$ cat config.mk
export PLATFORM = sky130hd
export DESIGN_NAME = acti_pipe_flat
export DESIGN_NICKNAME = d
export VERILOG_FILES = /design/src/rtl/acti_pkg.sv /design/src/rtl/acti_if.sv /design/src/rtl/acti_lane.sv /design/src/rtl/acti_pipe.sv /design/src/flat_wrapper.sv
export SDC_FILE = /design/constraint.sdc
export NUM_CORES = 1
export LEC_CHECK = 0
export CAP_MARGIN = 25
export CORE_MARGIN = 2
export CORE_UTILIZATION = 35
export CTS_BUF_LIST = sky130_fd_sc_hd__clkbuf_16
export DETAILED_ROUTE_END_ITERATION = 16
export HOLD_SLACK_MARGIN = 0.08
export SYNTH_ARGS = -nofsm -noshare
export SYNTH_HDL_FRONTEND = slang
export SYNTH_SLANG_ARGS = --single-unit
export TNS_END_PERCENT = 30
$ cat constraint.sdc
create_clock -name clk -period 10.83 [get_ports clk]
set_input_delay 2.7075 -clock clk [delete_from_list [all_inputs] [get_ports clk]]
set_output_delay 2.7075 -clock clk [all_outputs]
set_load 0.05 [all_outputs]
$ cat src/rtl/acti_pkg.sv
// Shared types and default sizing for the activation pipe.
//   acti_mode_e : activation function selector (BYPASS, RELU, CLIP, LEAKY)
//   ACTI_*      : default parameter values for the stream and counters
package acti_pkg;

    typedef enum logic [1:0] {
        BYPASS = 2'd0,
        RELU   = 2'd1,
        CLIP   = 2'd2,
        LEAKY  = 2'd3
    } acti_mode_e;

    localparam int ACTI_AXI_DATA_WIDTH = 128;
    localparam int ACTI_ELEM_WIDTH     = 8;
    localparam int ACTI_CNT_WIDTH      = 32;

endpackage

$ cat src/rtl/acti_if.sv
// AXI-Stream bundle used for both the input and output side of acti_pipe.
//   tvalid/tdata/tkeep/tlast : driven by master
//   tready                   : driven by slave
interface acti_if
    import acti_pkg::*;
#(
    parameter int AXI_DATA_WIDTH = ACTI_AXI_DATA_WIDTH
) ();
    localparam int KEEP_WIDTH = AXI_DATA_WIDTH / 8;

    logic                      tvalid;
    logic                      tready;
    logic [AXI_DATA_WIDTH-1:0] tdata;
    logic [KEEP_WIDTH-1:0]     tkeep;
    logic                      tlast;

    modport master (output tvalid, tdata, tkeep, tlast, input tready);
    modport slave  (input tvalid, tdata, tkeep, tlast, output tready);
endinterface

$ cat src/rtl/acti_lane.sv
// Combinational activation for a single signed element.
//   x_i     : element, two's complement
//   keep_i  : byte enables covering this element; all zero forces output 0
//   mode_i  : activation function
//   clip_i  : unsigned upper bound for CLIP
//   shift_i : arithmetic right shift applied to negatives in LEAKY
//   y_o     : result
module acti_lane
    import acti_pkg::*;
#(
    parameter int ELEM_WIDTH = ACTI_ELEM_WIDTH
) (
    input  logic [ELEM_WIDTH-1:0]   x_i,
    input  logic [ELEM_WIDTH/8-1:0] keep_i,
    input  acti_mode_e              mode_i,
    input  logic [ELEM_WIDTH-1:0]   clip_i,
    input  logic [2:0]              shift_i,
    output logic [ELEM_WIDTH-1:0]   y_o
);
    logic signed [ELEM_WIDTH-1:0] x_s;
    logic signed [ELEM_WIDTH-1:0] shr;
    logic                         neg;

    assign x_s = $signed(x_i);
    // >>> on a signed operand sign-extends, which rounds toward -inf
    assign shr = x_s >>> shift_i;
    assign neg = x_i[ELEM_WIDTH-1];

    always_comb begin
        y_o = '0;
        if (|keep_i) begin
            case (mode_i)
                BYPASS: y_o = x_i;
                RELU:   y_o = neg ? '0 : x_i;
                // x is known non-negative past the first test, so an
                // unsigned compare against clip is exact
                CLIP:   y_o = neg ? '0 : ((x_i > clip_i) ? clip_i : x_i);
                LEAKY:  y_o = neg ? shr : x_i;
                default: y_o = x_i;
            endcase
        end
    end
endmodule

$ cat src/rtl/acti_pipe.sv
// Per-element activation on an AXI-Stream, one beat per cycle, 1-cycle latency.
//   clk, rst_n     : clock, synchronous active-low reset
//   s_axis         : input stream (slave side)
//   m_axis         : output stream (master side), driven from a 2-entry FIFO head
//   cfg_mode/clip/shift : activation config, sampled on the first beat of a packet
//   busy           : data buffered or a packet still open
//   stat_pkt_cnt   : accepted tlast beats (wrapping)
//   stat_beat_cnt  : accepted beats (wrapping)
module acti_pipe
    import acti_pkg::*;
#(
    parameter int AXI_DATA_WIDTH = ACTI_AXI_DATA_WIDTH,
    parameter int ELEM_WIDTH     = ACTI_ELEM_WIDTH,
    parameter int CNT_WIDTH      = ACTI_CNT_WIDTH
) (
    input  logic                  clk,
    input  logic                  rst_n,
    acti_if.slave                 s_axis,
    acti_if.master                m_axis,
    input  logic [1:0]            cfg_mode,
    input  logic [ELEM_WIDTH-1:0] cfg_clip,
    input  logic [2:0]            cfg_shift,
    output logic                  busy,
    output logic [CNT_WIDTH-1:0]  stat_pkt_cnt,
    output logic [CNT_WIDTH-1:0]  stat_beat_cnt
);
    localparam int NUM_LANES  = AXI_DATA_WIDTH / ELEM_WIDTH;
    localparam int KEEP_WIDTH = AXI_DATA_WIDTH / 8;
    localparam int LANE_KEEP  = ELEM_WIDTH / 8;

    // packet / config state
    logic                  in_pkt_q, in_pkt_d;
    acti_mode_e            mode_q, mode_d;
    logic [ELEM_WIDTH-1:0] clip_q, clip_d;
    logic [2:0]            shift_q, shift_d;

    // 2-entry FIFO
    logic [1:0][AXI_DATA_WIDTH-1:0] dat_q, dat_d;
    logic [1:0][KEEP_WIDTH-1:0]     kp_q, kp_d;
    logic [1:0]                     lst_q, lst_d;
    logic                           wr_q, wr_d;
    logic                           rd_q, rd_d;
    logic [1:0]                     cnt_q, cnt_d;

    logic [CNT_WIDTH-1:0] pkt_cnt_q, pkt_cnt_d;
    logic [CNT_WIDTH-1:0] beat_cnt_q, beat_cnt_d;

    logic                  push, pop;
    acti_mode_e            eff_mode;
    logic [ELEM_WIDTH-1:0] eff_clip;
    logic [2:0]            eff_shift;
    logic [NUM_LANES-1:0][ELEM_WIDTH-1:0] res;

    // Ready depends on occupancy only, so no combinational path from m_axis.tready
    assign s_axis.tready = (cnt_q != 2'd2);
    assign m_axis.tvalid = (cnt_q != 2'd0);
    assign m_axis.tdata  = dat_q[rd_q];
    assign m_axis.tkeep  = kp_q[rd_q];
    assign m_axis.tlast  = lst_q[rd_q];

    assign push = s_axis.tvalid & s_axis.tready;
    assign pop  = m_axis.tvalid & m_axis.tready;

    // The first beat of a packet uses the live cfg (the value being captured);
    // later beats use the held copy.
    assign eff_mode  = in_pkt_q ? mode_q  : acti_mode_e'(cfg_mode);
    assign eff_clip  = in_pkt_q ? clip_q  : cfg_clip;
    assign eff_shift = in_pkt_q ? shift_q : cfg_shift;

    for (genvar i = 0; i < NUM_LANES; i++) begin : g_lane
        acti_lane #(.ELEM_WIDTH(ELEM_WIDTH)) u_lane (
            .x_i     (s_axis.tdata[i*ELEM_WIDTH +: ELEM_WIDTH]),
            .keep_i  (s_axis.tkeep[i*LANE_KEEP +: LANE_KEEP]),
            .mode_i  (eff_mode),
            .clip_i  (eff_clip),
            .shift_i (eff_shift),
            .y_o     (res[i])
        );
    end

    always_comb begin
        in_pkt_d   = in_pkt_q;
        mode_d     = mode_q;
        clip_d     = clip_q;
        shift_d    = shift_q;
        dat_d      = dat_q;
        kp_d       = kp_q;
        lst_d      = lst_q;
        wr_d       = wr_q;
        rd_d       = rd_q;
        pkt_cnt_d  = pkt_cnt_q;
        beat_cnt_d = beat_cnt_q;

        if (push) begin
            if (!in_pkt_q) begin
                mode_d  = acti_mode_e'(cfg_mode);
                clip_d  = cfg_clip;
                shift_d = cfg_shift;
            end
            in_pkt_d    = ~s_axis.tlast;
            dat_d[wr_q] = res;
            kp_d[wr_q]  = s_axis.tkeep;
            lst_d[wr_q] = s_axis.tlast;
            wr_d        = ~wr_q;
            beat_cnt_d  = beat_cnt_q + CNT_WIDTH'(1);
            if (s_axis.tlast) pkt_cnt_d = pkt_cnt_q + CNT_WIDTH'(1);
        end
        if (pop) rd_d = ~rd_q;
        cnt_d = cnt_q + 2'(push) - 2'(pop);
    end

    always_ff @(posedge clk) begin
        if (!rst_n) begin
            in_pkt_q   <= 1'b0;
            mode_q     <= BYPASS;
            clip_q     <= '0;
            shift_q    <= '0;
            dat_q      <= '0;
            kp_q       <= '0;
            lst_q      <= '0;
            wr_q       <= 1'b0;
            rd_q       <= 1'b0;
            cnt_q      <= '0;
            pkt_cnt_q  <= '0;
            beat_cnt_q <= '0;
        end else begin
            in_pkt_q   <= in_pkt_d;
            mode_q     <= mode_d;
            clip_q     <= clip_d;
            shift_q    <= shift_d;
            dat_q      <= dat_d;
            kp_q       <= kp_d;
            lst_q      <= lst_d;
            wr_q       <= wr_d;
            rd_q       <= rd_d;
            cnt_q      <= cnt_d;
            pkt_cnt_q  <= pkt_cnt_d;
            beat_cnt_q <= beat_cnt_d;
        end
    end

    assign busy          = (cnt_q != 2'd0) | in_pkt_q;
    assign stat_pkt_cnt  = pkt_cnt_q;
    assign stat_beat_cnt = beat_cnt_q;
endmodule

$ cat src/flat_wrapper.sv
// flat-port wrapper written by rule: the top's interface ports become plain ports
module acti_pipe_flat import acti_pkg::*;
#(
    parameter int AXI_DATA_WIDTH = ACTI_AXI_DATA_WIDTH,
    parameter int ELEM_WIDTH     = ACTI_ELEM_WIDTH,
    parameter int CNT_WIDTH      = ACTI_CNT_WIDTH
)
  (clk, rst_n, cfg_mode, cfg_clip, cfg_shift, busy, stat_pkt_cnt, stat_beat_cnt, s_axis_tvalid, s_axis_tdata, s_axis_tkeep, s_axis_tlast, s_axis_tready, m_axis_tvalid, m_axis_tdata, m_axis_tkeep, m_axis_tlast, m_axis_tready);
  acti_if #(.AXI_DATA_WIDTH(AXI_DATA_WIDTH)) s_axis_i ();
  acti_if #(.AXI_DATA_WIDTH(AXI_DATA_WIDTH)) m_axis_i ();
  input  logic clk;
  input  logic rst_n;
  input  logic [1:0] cfg_mode;
  input  logic [ELEM_WIDTH-1:0] cfg_clip;
  input  logic [2:0] cfg_shift;
  output logic busy;
  output logic [CNT_WIDTH-1:0] stat_pkt_cnt;
  output logic [CNT_WIDTH-1:0] stat_beat_cnt;
  input wire logic [$bits(s_axis_i.tvalid)-1:0] s_axis_tvalid;
  input wire logic [$bits(s_axis_i.tdata)-1:0] s_axis_tdata;
  input wire logic [$bits(s_axis_i.tkeep)-1:0] s_axis_tkeep;
  input wire logic [$bits(s_axis_i.tlast)-1:0] s_axis_tlast;
  output wire logic [$bits(s_axis_i.tready)-1:0] s_axis_tready;
  output wire logic [$bits(m_axis_i.tvalid)-1:0] m_axis_tvalid;
  output wire logic [$bits(m_axis_i.tdata)-1:0] m_axis_tdata;
  output wire logic [$bits(m_axis_i.tkeep)-1:0] m_axis_tkeep;
  output wire logic [$bits(m_axis_i.tlast)-1:0] m_axis_tlast;
  input wire logic [$bits(m_axis_i.tready)-1:0] m_axis_tready;
  assign s_axis_i.tvalid = s_axis_tvalid;
  assign s_axis_i.tdata = s_axis_tdata;
  assign s_axis_i.tkeep = s_axis_tkeep;
  assign s_axis_i.tlast = s_axis_tlast;
  assign s_axis_tready = s_axis_i.tready;
  assign m_axis_tvalid = m_axis_i.tvalid;
  assign m_axis_tdata = m_axis_i.tdata;
  assign m_axis_tkeep = m_axis_i.tkeep;
  assign m_axis_tlast = m_axis_i.tlast;
  assign m_axis_i.tready = m_axis_tready;
  acti_pipe #(.AXI_DATA_WIDTH(AXI_DATA_WIDTH), .ELEM_WIDTH(ELEM_WIDTH), .CNT_WIDTH(CNT_WIDTH)) u_core (.clk(clk), .rst_n(rst_n), .s_axis(s_axis_i), .m_axis(m_axis_i), .cfg_mode(cfg_mode), .cfg_clip(cfg_clip), .cfg_shift(cfg_shift), .busy(busy), .stat_pkt_cnt(stat_pkt_cnt), .stat_beat_cnt(stat_beat_cnt));
endmodule
* Word level (Yosys, flattened, before mapping)
Index checks and enable logic that the tools add are counted.
** Cells by class
- Add/sub/neg operators :: 4
- $mul :: 0
- Div/mod/pow operators :: 0
- Order comparisons :: 19
- Eq/ne operators :: 4
- Shift-type cells :: 16
- Muxes and demuxes :: 114
- Bitwise gates (word level) :: 6
- Reduce and logical (&&, ||, !) cells :: 4
** Operators by type and width (number)
- 2-to-1 mux 8 bit :: 65
- one-hot mux 8 bit (4 select lines) :: 16
- 2-to-1 mux 128 bit :: 3
- bitwise mux 256 bit :: 1
- demux 128 bit (select 1 bit) :: 1
- > comparator 8 bit :: 16
- >>> shifter 8 x 3 -> 8 bit :: 16
- 2-to-1 mux 7 bit :: 16
- adder 32 x 1 -> 32 bit (second input constant) :: 2
- 2-to-1 mux 16 bit :: 3
- bitwise mux 32 bit :: 1
- demux 16 bit (select 1 bit) :: 1
- equality test 2 bit (second input constant) :: 2
- less-than comparator 1 x 2 -> 1 bit (second input constant) :: 2
- 2-to-1 mux 1 bit :: 3
- 2-to-1 mux 3 bit :: 1
- NOT 1 bit :: 3
- adder 2 x 1 -> 2 bit :: 1
- bitwise AND 1 bit :: 2
- bitwise mux 2 bit :: 1
- equality test 2 x 1 -> 1 bit (second input constant) :: 1
- zero test 2 bit :: 1
- 2-to-1 mux 2 bit :: 1
- inequality test 2 bit (second input constant) :: 1
- 7 further kinds :: 7
** Word-level totals
- Bits in registers :: 372
- Bits in latches :: 0
- RAM bits :: 0
- Bits in read-only memories :: 0
- Bits of input ports :: 162
- Output and inout port bits :: 212
- Memories kept :: 0

* Longest topological paths before layout
Gate-level depths: netlist of the first run.
- Depth in word-level cells :: 7
- Gate-level depth with buffers :: 14

* Modules after synthesis
From an unflattened synthesis of the first run, not the netlist that was laid out.
** Second synthesis, totals
- Cell total of the unflattened synthesis :: 4067
- Area, all modules :: 30735.7 um2
** Modules (own cells, without submodules)
- acti_pipe :: instances 1, cells an instance 1907, area each 15701.3 um2, sequential area each 7447.1 um2
- acti_lane :: instances 16, cells an instance 135, area each 939.7 um2, sequential area each 0.0 um2

* Worst setup path after synthesis of the first run
OpenSTA, ideal clock, no wires.
- Kind :: input to register
- From :: input port cfg_clip[2]
- To :: register u_core.dat_q[190] in the netlist's numbering
- Arrival :: 5.749 ns
- Data required time :: 10.713 ns
- Path slack :: 4.965 ns
- Stages on the path :: 9
- Path buffers :: 0
- Cells stage by stage :: mux2i_1 > ha_1 > and3_1 > a221o_1 > a22oi_1 > nand2b_1 > nor2_1 > or3_1 > a22o_1
** Between the ends
- Word-level cells in the longest chain between the ends :: 7
** RTL lines
- from (decl) :: line flat_wrapper.sv:14 : input logic [ELEM_WIDTH-1:0] cfg_clip;
- 2-to-1 mux 8 bit
- > comparator 8 bit :: line acti_lane.sv:37 : CLIP: y_o = neg ? '0 : ((x_i > clip_i) ? clip_i : x_i);
- 2-to-1 mux 8 bit (2 in a row) :: line acti_lane.sv:37
- one-hot mux 8 bit (4 select lines) :: line acti_lane.sv:32 : case (mode_i)
- 2-to-1 mux 8 bit :: line acti_lane.sv:31 : if (|keep_i) begin
- bitwise mux 256 bit :: line acti_pipe.sv:101 : dat_d[wr_q] = res;
- to (signal assigned) :: line acti_pipe.sv:131 : dat_q <= dat_d;
- to (decl) :: line acti_pipe.sv:38 : logic [1:0][AXI_DATA_WIDTH-1:0] dat_q, dat_d;
Every way passes these cells.
A chain may end at the register's enable or synchronous reset.

* Final worst setup path of the first run
- From :: register u_core.rd_q
- To :: output port m_axis_tdata[96]
** Between the ends
- Word-level cells in the longest chain between the ends :: 2
** RTL lines
- from (decl) :: line acti_pipe.sv:42 : logic rd_q, rd_d;
- from (signal assigned) :: line acti_pipe.sv:135 : rd_q <= rd_d;
- 2-to-1 mux 128 bit (not written as such) (2 in a row) :: line acti_pipe.sv:57 : assign m_axis.tdata = dat_q[rd_q];
- to (decl) :: line flat_wrapper.sv:25 : output wire logic [$bits(m_axis_i.tdata)-1:0] m_axis_tdata;
Every way passes these cells. The select of a mux whose other input is x is not followed.

==> flow_summary_export.csv, run 1 <==
group,metric,value,unit
grt,grt-ovfl-total,0,
clocking,cts_resized,0,
pwr,powerDensity,165.0,nW/µm²
sta,fmax,157.1,MHz
synth,synth_edf_count,0,
sta,final.period_utilization,58.76,%
grt,track_usage,28.76,%
critical_path,cp.required,8.12,ns
drt,num_vias,25660,
sta,setup_viol,0,
pwr,peakVddDrop,0.1190,mV
sta,clock_skew,0.02604,ns
finish,fin_nets,3536,
sta,worst_pin_slew,1.235,ns
die,dieArea,73040,µm²
clocking,htreeDepth,2,
sta,rsz0062_at_grt,"no",
place,hpwl,74650,µm
die,start_util,35.37,%
sta,maxSlewHeadroom,17.64,%
synth,synth_cell_types,88,
finish,stdcell_count,4233,
hold_path,hp-class,"reg2reg",
synth,syn_nets,3279,
clocking,cts-hold-fix-buffers,0,
place,dp.cells,4133,
synth,synth.cell_area,24810,µm²
drt,drt_iter0_drc,2832,
critical_path,critPathMaxStageDelay,0.95,ns
synth,yosys-top-cells-area,"dfxtp_1 30%, mux2_2 7.4%, ha_1 6.7%",
grt,grt_pass1_vias,24150,
drt,drc_errors,0,
die,die_x,270.3,µm
critical_path,worstSetupPathType,"reg2out",
drt,drt_wl_total,110000,µm
sta,hold_viol_final,0,
place,place.gp.congestion,0.9186,
pwr,total_power,5.097,mW
sta,finalSetupTns,0,ns
synth,synthCells,2985,
drt,postRouteAntennaNets,0,
place,io_buffers,373,
clocking,clockRootBuffer,"clkbuf_16",
sta,period_needed,6.364,ns
pwr,p_leak,12.33,nW
grt,antenna_found_initial,20,
synth,synthArstFlopShare,0,%
die,num_io_pins,374,
clocking,clock-sinks,372,
drt,vias_per_cell,6.061,
clocking,path_clk_slew,0.06,ns
die,die_h,270.3,µm
flow_run,cap_violations,0,
critical_path,critical_path.top_delay_family,"buffers and inverters",
clocking,cts_buffers,46,
sta,maxSlewViolCount,0,
synth,syn_avg_cell_area,8.312,µm²
clocking,cts_setup_buffers,0,
synth,ys_ff_latch,372,
finish,layout-drive-gt1-share,10.77,%
grt,grt_max_degree,132,
die,rows,97,
critical_path,cpMaxStageDelayCell,"clkdlybuf4s50_1",
clocking,clock_path_buffers,3,
die,coreArea,70150,µm²
synth,ys_warn_count,0,
finish,syn_to_final_growth,24.48,%
critical_path,worstPathArrival,3.66,ns
drt,first_pass_iters,6,
synth,yosysTopAreaCellShare,30.01,%
grt,grt_first_pass_wirelength,160000,µm
finish,fillers,7006,
drt,drt-wirelength-per-cell,25.99,µm
critical_path,startpoint_type,"register",
critical_path,end_kind,"output pin",
synth,synth_flop_cell,"dfxtp_1",
status,status,"completed",
synth,synth-seq-area-share,30.01,%
clocking,insertion_delay,0.61,ns
critical_path,crit_buf_inv,2,
critical_path,path_cells,"buf_4, mux2_2, clkdlybuf4s50_1",
synth,synth_top_area_cell,"dfxtp_1",
clocking,cts_tree,"yes",
critical_path,worst-path-max-fanout,58,
## final cells by class
cell class	count	area (µm²)	share of cell area, %
tap	940	1176	3.808
antenna	15	37.54	0.1215
sequential	372	7452	24.13
inverter	59	221.5	0.7170
multi-input combinational	2343	16370	53.00
clock inverter	38	370.4	1.199
clock buffer	46	1151	3.727
timing repair buffer	420	4108	13.30
## worst paths after layout
check / startpoint / to / slack (ns) / depth (start not counted)
setup / recovery: u_core.rd_q / m_axis_tdata[96] / 4.47 / 3
hold / removal: u_core.kp_q[18] / u_core.kp_q[18] / 0.44 / 2
setup reg to reg: u_core.in_pkt_q / u_core.dat_q[198] / 6.28 / 13
hold reg to reg: u_core.kp_q[18] / u_core.kp_q[18] / 0.44 / 2
## routing by layer
metal,vias up,track usage (%),part of all wire [%]
met5,-,0,0.10
met4,18,17.23,6.3
met3,314,5.601,9.4
met2,1463,45.74,45
met1,12210,36.03,39
li1,11650,-,-
## placed cells by master (no fill, tap or decap), types with 15 or more instances in the layout
master and instances:
nor2_1 163, o21a_1 25, nand3_1 86, a22o_1 151
a221oi_1 15, o21ai_0 163, inv_1 66, nand4_1 34
a21boi_0 43, or3_1 17, nor3_1 34, o31ai_1 35
and3_1 38, buf_4 45, clkdlybuf4s50_1 372, o211ai_1 28
a32o_1 23, a21o_1 31, mux2i_1 78, nand2b_1 25
a211oi_1 29, nand2_1 397, dfxtp_1 370, diode_2 15
nor2b_1 15, o22ai_1 33, o21ai_1 28, mux2_2 163
a221o_1 28, clkbuf_16 46, ha_1 132, and2_1 75
xnor2_1 37, a211o_1 25, a21oi_1 173
## worst register-to-register path, stage by stage, from the launching register on
cell and delay, ns:
dfxtp_2 0.33, buf_4 0.64, mux2i_1 0.20, buf_4 0.28, inv_1 0.56, buf_4 0.45
ha_1 0.21, and4b_1 0.18, a211oi_1 0.36, a2bb2oi_1 0.43, nand2b_1 0.20, o21ai_0 0.10
a21o_1 0.23, a32o_1 0.25
## cell families (layout without fill, tap and decap cells)
group | Yosys count | count (layout) | synth area share, %
AO/OA/AOI/OAI | 963 | 963 | 27.66
AND/OR/NAND/NOR | 939 | 939 | 17.67
flip-flops | 372 | 372 | 30.01
buffers and inverters | 270 | 563 | 4.614
multiplexers | 260 | 260 | 11.65
adder cells (fa/ha/maj) | 132 | 132 | 6.656
XOR/XNOR | 49 | 49 | 1.730
other | 0 | 15 | 0
## registers in the layout, summed over array words and instances, names as in the netlist
signal,flops
u_core.kp_q,32
u_core.rd_q,1
u_core.wr_q,1
u_core.lst_q,2
u_core.in_pkt_q,1
u_core.cnt_q,2
u_core.clip_q,8
u_core.stat_beat_cnt,32
u_core.shift_q,3
u_core.mode_q,2
u_core.stat_pkt_cnt,32
u_core.dat_q,256
## synthesized netlist by cell type, drive strengths merged (28+ instances only)
master  number
nand2      397
o211ai      28
dfxtp      372
a22o       151
clkbuf     128
o31ai       36
mux2i       89
mux2       166
a21o        31
and2        78
nor3        34
xnor2       37
o22ai       33
o21ai      194
nand3       86
inv         59
nand4       34
nor2       168
buf         83
a21boi      48
and3        39
a221o       28
a211oi      29
a21oi      175
ha         132
## where the power goes
part	leakage (nW)	internal, mW	switching, mW
Sequential	3.02	1.46	0.0918
Combinational	8.55	0.685	1.28
Clock	0.767	0.921	0.659
Total	12.3	3.06	2.03
## metrics by stage
step / hold WS [ns] / util (%) / setup slack, ns / instance area, µm²
2_1_floorplan: 0.4171 / - / 4.965 / 24810
3_3_place_gp: 0.4278 / 41.77 / 4.201 / 29300
3_5_place_dp: 0.4326 / 41.79 / 4.211 / 29320
4_1_cts: 0.4422 / 43.96 / 4.430 / 30840
5_1_grt: 0.4549 / 44.01 / 4.377 / 30870
6_report: 0.4415 / 44.03 / 4.466 / 30890
No activity file was read; power rests on OpenSTA's default activity.
==> run 2: changes to the inputs <==
Clock period 10.83 ns to 6.1 ns, I/O delays scaled along.
==> run 2 against run 1 <==
Compared with the run above: power grew 72%; clock skew grew 0.0076 ns; largest cell class unchanged; utilization grew 0.078 points; clock power grew 57%; largest power group unchanged; final cell count grew 0.47%.
==> flow_summary_export.csv, run 2 (same netlist as run 1, synthesis figures left out) <==
group,metric,value,unit
status,status,"completed",
clocking,clock_path_buffers,3,
critical_path,worstPathArrival,5.20,ns
clocking,cts_buffers,43,
critical_path,critPathMaxStageDelay,0.66,ns
clocking,path_clk_slew,0.06,ns
sta,maxSlewHeadroom,32.55,%
hold_path,hp-class,"reg2reg",
sta,clock_skew,0.03363,ns
finish,syn_to_final_growth,24.70,%
critical_path,startpoint_type,"primary input",
critical_path,critical_path.top_delay_family,"compound AO/OA/AOI/OAI gates",
drt,drt_iter0_drc,3147,
hold_path,hold_path.startpoint,"u_core.kp_q[24]",
clocking,insertion_delay,0.61,ns
die,num_io_pins,374,
critical_path,reg2reg_setup_slack,1.85,ns
drt,vias_per_cell,6.038,
flow_run,cap_violations,0,
drt,first_pass_iters,6,
hold_path,hold_end,"u_core.kp_q[24]",
critical_path,path_cells,"clkdlybuf4s50_1, mux2i_4, buf_4, ha_1, and3_1, a221o_1, a2bb2oi_2, mux2_2, o221ai_1, o21ai_0, o21ai_0",
grt,grt-ovfl-total,0,
critical_path,r2r_end,"u_core.dat_q[253]",
critical_path,cp.required,6.63,ns
critical_path,crit_buf_inv,2,
drt,num_vias,25680,
critical_path,ff2ff_path_depth,8,
sta,fmax,214.0,MHz
grt,grt_first_pass_wirelength,161300,µm
drt,drt_wl_total,109300,µm
finish,final-seq-area,7452,µm²
sta,worst_pin_slew,1.012,ns
finish,layout_common_cells,"397 x nand2_1, 372 x clkdlybuf4s50_1, 370 x dfxtp_1, 174 x a21oi_1, 164 x nor2_1",
hold_path,hold_depth,2,
place,dp.cells,4169,
die,die_h,270.3,µm
sta,setup_viol,0,
clocking,htreeDepth,2,
critical_path,worst-path-max-fanout,13,
finish,regMostFlops,"u_core.dat_q",
sta,period_needed,4.674,ns
die,start_util,35.37,%
pwr,powerDensity,283.0,nW/µm²
critical_path,end_kind,"register",
critical_path,cpMaxStageDelayCell,"mux2i_4",
sta,rsz0062_at_grt,"no",
pwr,total_power,8.757,mW
critical_path,crit_top_cell,"o21ai_0",
drt,drc_errors,0,
grt,antenna_found_initial,10,
finish,stdcell_count,4253,
die,die_x,270.3,µm
die,rows,97,
sta,maxSlewViolCount,0,
clocking,cts_resized,0,
finish,multi_input_area,16340,µm²
drt,postRouteAntennaNets,0,
critical_path,timing.rr.start,"u_core.in_pkt_q",
pwr,peakVddDrop,0.1867,mV
sta,finalSetupTns,0,ns
finish,fillers,7104,
finish,layout-drive-gt1-share,11.40,%
sta,whs,0.4392,ns
finish,fin_nets,3569,
grt,grt_max_degree,86,
grt,track_usage,28.80,%
sta,final.period_utilization,76.62,%
finish,final_common_cell,"nand2_1",
clocking,cts_tree,"yes",
pwr,p_leak,12.43,nW
die,dieArea,73040,µm²
clocking,clockRootBuffer,"clkbuf_16",
critical_path,worstSetupPathType,"in2reg",
grt,grt_pass1_vias,24400,
place,io_buffers,373,
drt,drt-wirelength-per-cell,25.70,µm
die,coreArea,70150,µm²
clocking,cts_setup_buffers,0,
finish,largest_reg_flops,256,
clocking,clock-sinks,372,
place,place.gp.congestion,0.9625,
clocking,cts-hold-fix-buffers,0,
sta,hold_viol_final,0,
place,hpwl,78170,µm
## run 2: changes by cell type in the layout (fill, tap and decap cells not counted), moves of 2 or more
cell,change
diode_2,-10
bufinv_16,-4
clkinvlp_4,-3
buf_4,+32
buf_12,+5
inv_6,+3
inv_1,+3
clkinv_2,-2
clkbuf_16,-3
## run 2: how the worst max path moves through the flow
stage / startpoint / to / slack [ns] / cells past startpoint
after global placement: cfg_clip[5] / u_core.dat_q[87] / 1.01 / 11
after global routing: cfg_clip[1] / u_core.dat_q[148] / 1.32 / 11
after detailed placement: cfg_clip[1] / u_core.dat_q[169] / 0.96 / 11
after CTS: cfg_clip[1] / u_core.dat_q[169] / 1.56 / 11
final: cfg_clip[1] / u_core.dat_q[148] / 1.43 / 11
after floorplan: cfg_clip[2] / u_core.dat_q[190] / 1.42 / 9
## run 2: report_power, final
group	leakage (nW)	internal [mW]	total, mW	switching, mW
Sequential	3.02	2.59	2.72	0.127
Combinational	8.73	1.26	3.56	2.30
Clock	0.685	1.37	2.48	1.11
## run 2: area by class of cell
cell class / count / area share (%)
clock buffers: 43 / 3.478
multi-input cells: 2343 / 52.81
flip-flops and latches: 372 / 24.08
well taps: 940 / 3.801
repair buffers: 456 / 14.33
diodes: 5 / 0.04044
clock inverters: 35 / 0.7400
inverters: 59 / 0.7157
## run 2: layer usage
layer | vias up | track usage (%) | routed length, µm
met1 | 12170 | 36.47 | 43970
met5 | - | 0 | 84
met3 | 318 | 6.286 | 9965
li1 | 11700 | - | -
met4 | 14 | 15.63 | 6581
met2 | 1472 | 45.58 | 48690
## run 2: tightest hold or removal path: cells and delay by family, from the launching register on
| family | cells | cell delay (ns) |
|---|---|---|
| DFF | 1 | 0.31 |
| and+or+nand+nor | 2 | 0.09 |
## run 2: through the flow
step,util (%),setup WS [ns],cell area [µm²]
CTS,44.07,1.562,30920
floorplan,-,1.417,24810
global route,44.10,1.324,30930
global placement,42.21,1.008,29610
detailed placement,42.21,0.9583,29610
finish,44.11,1.426,30940
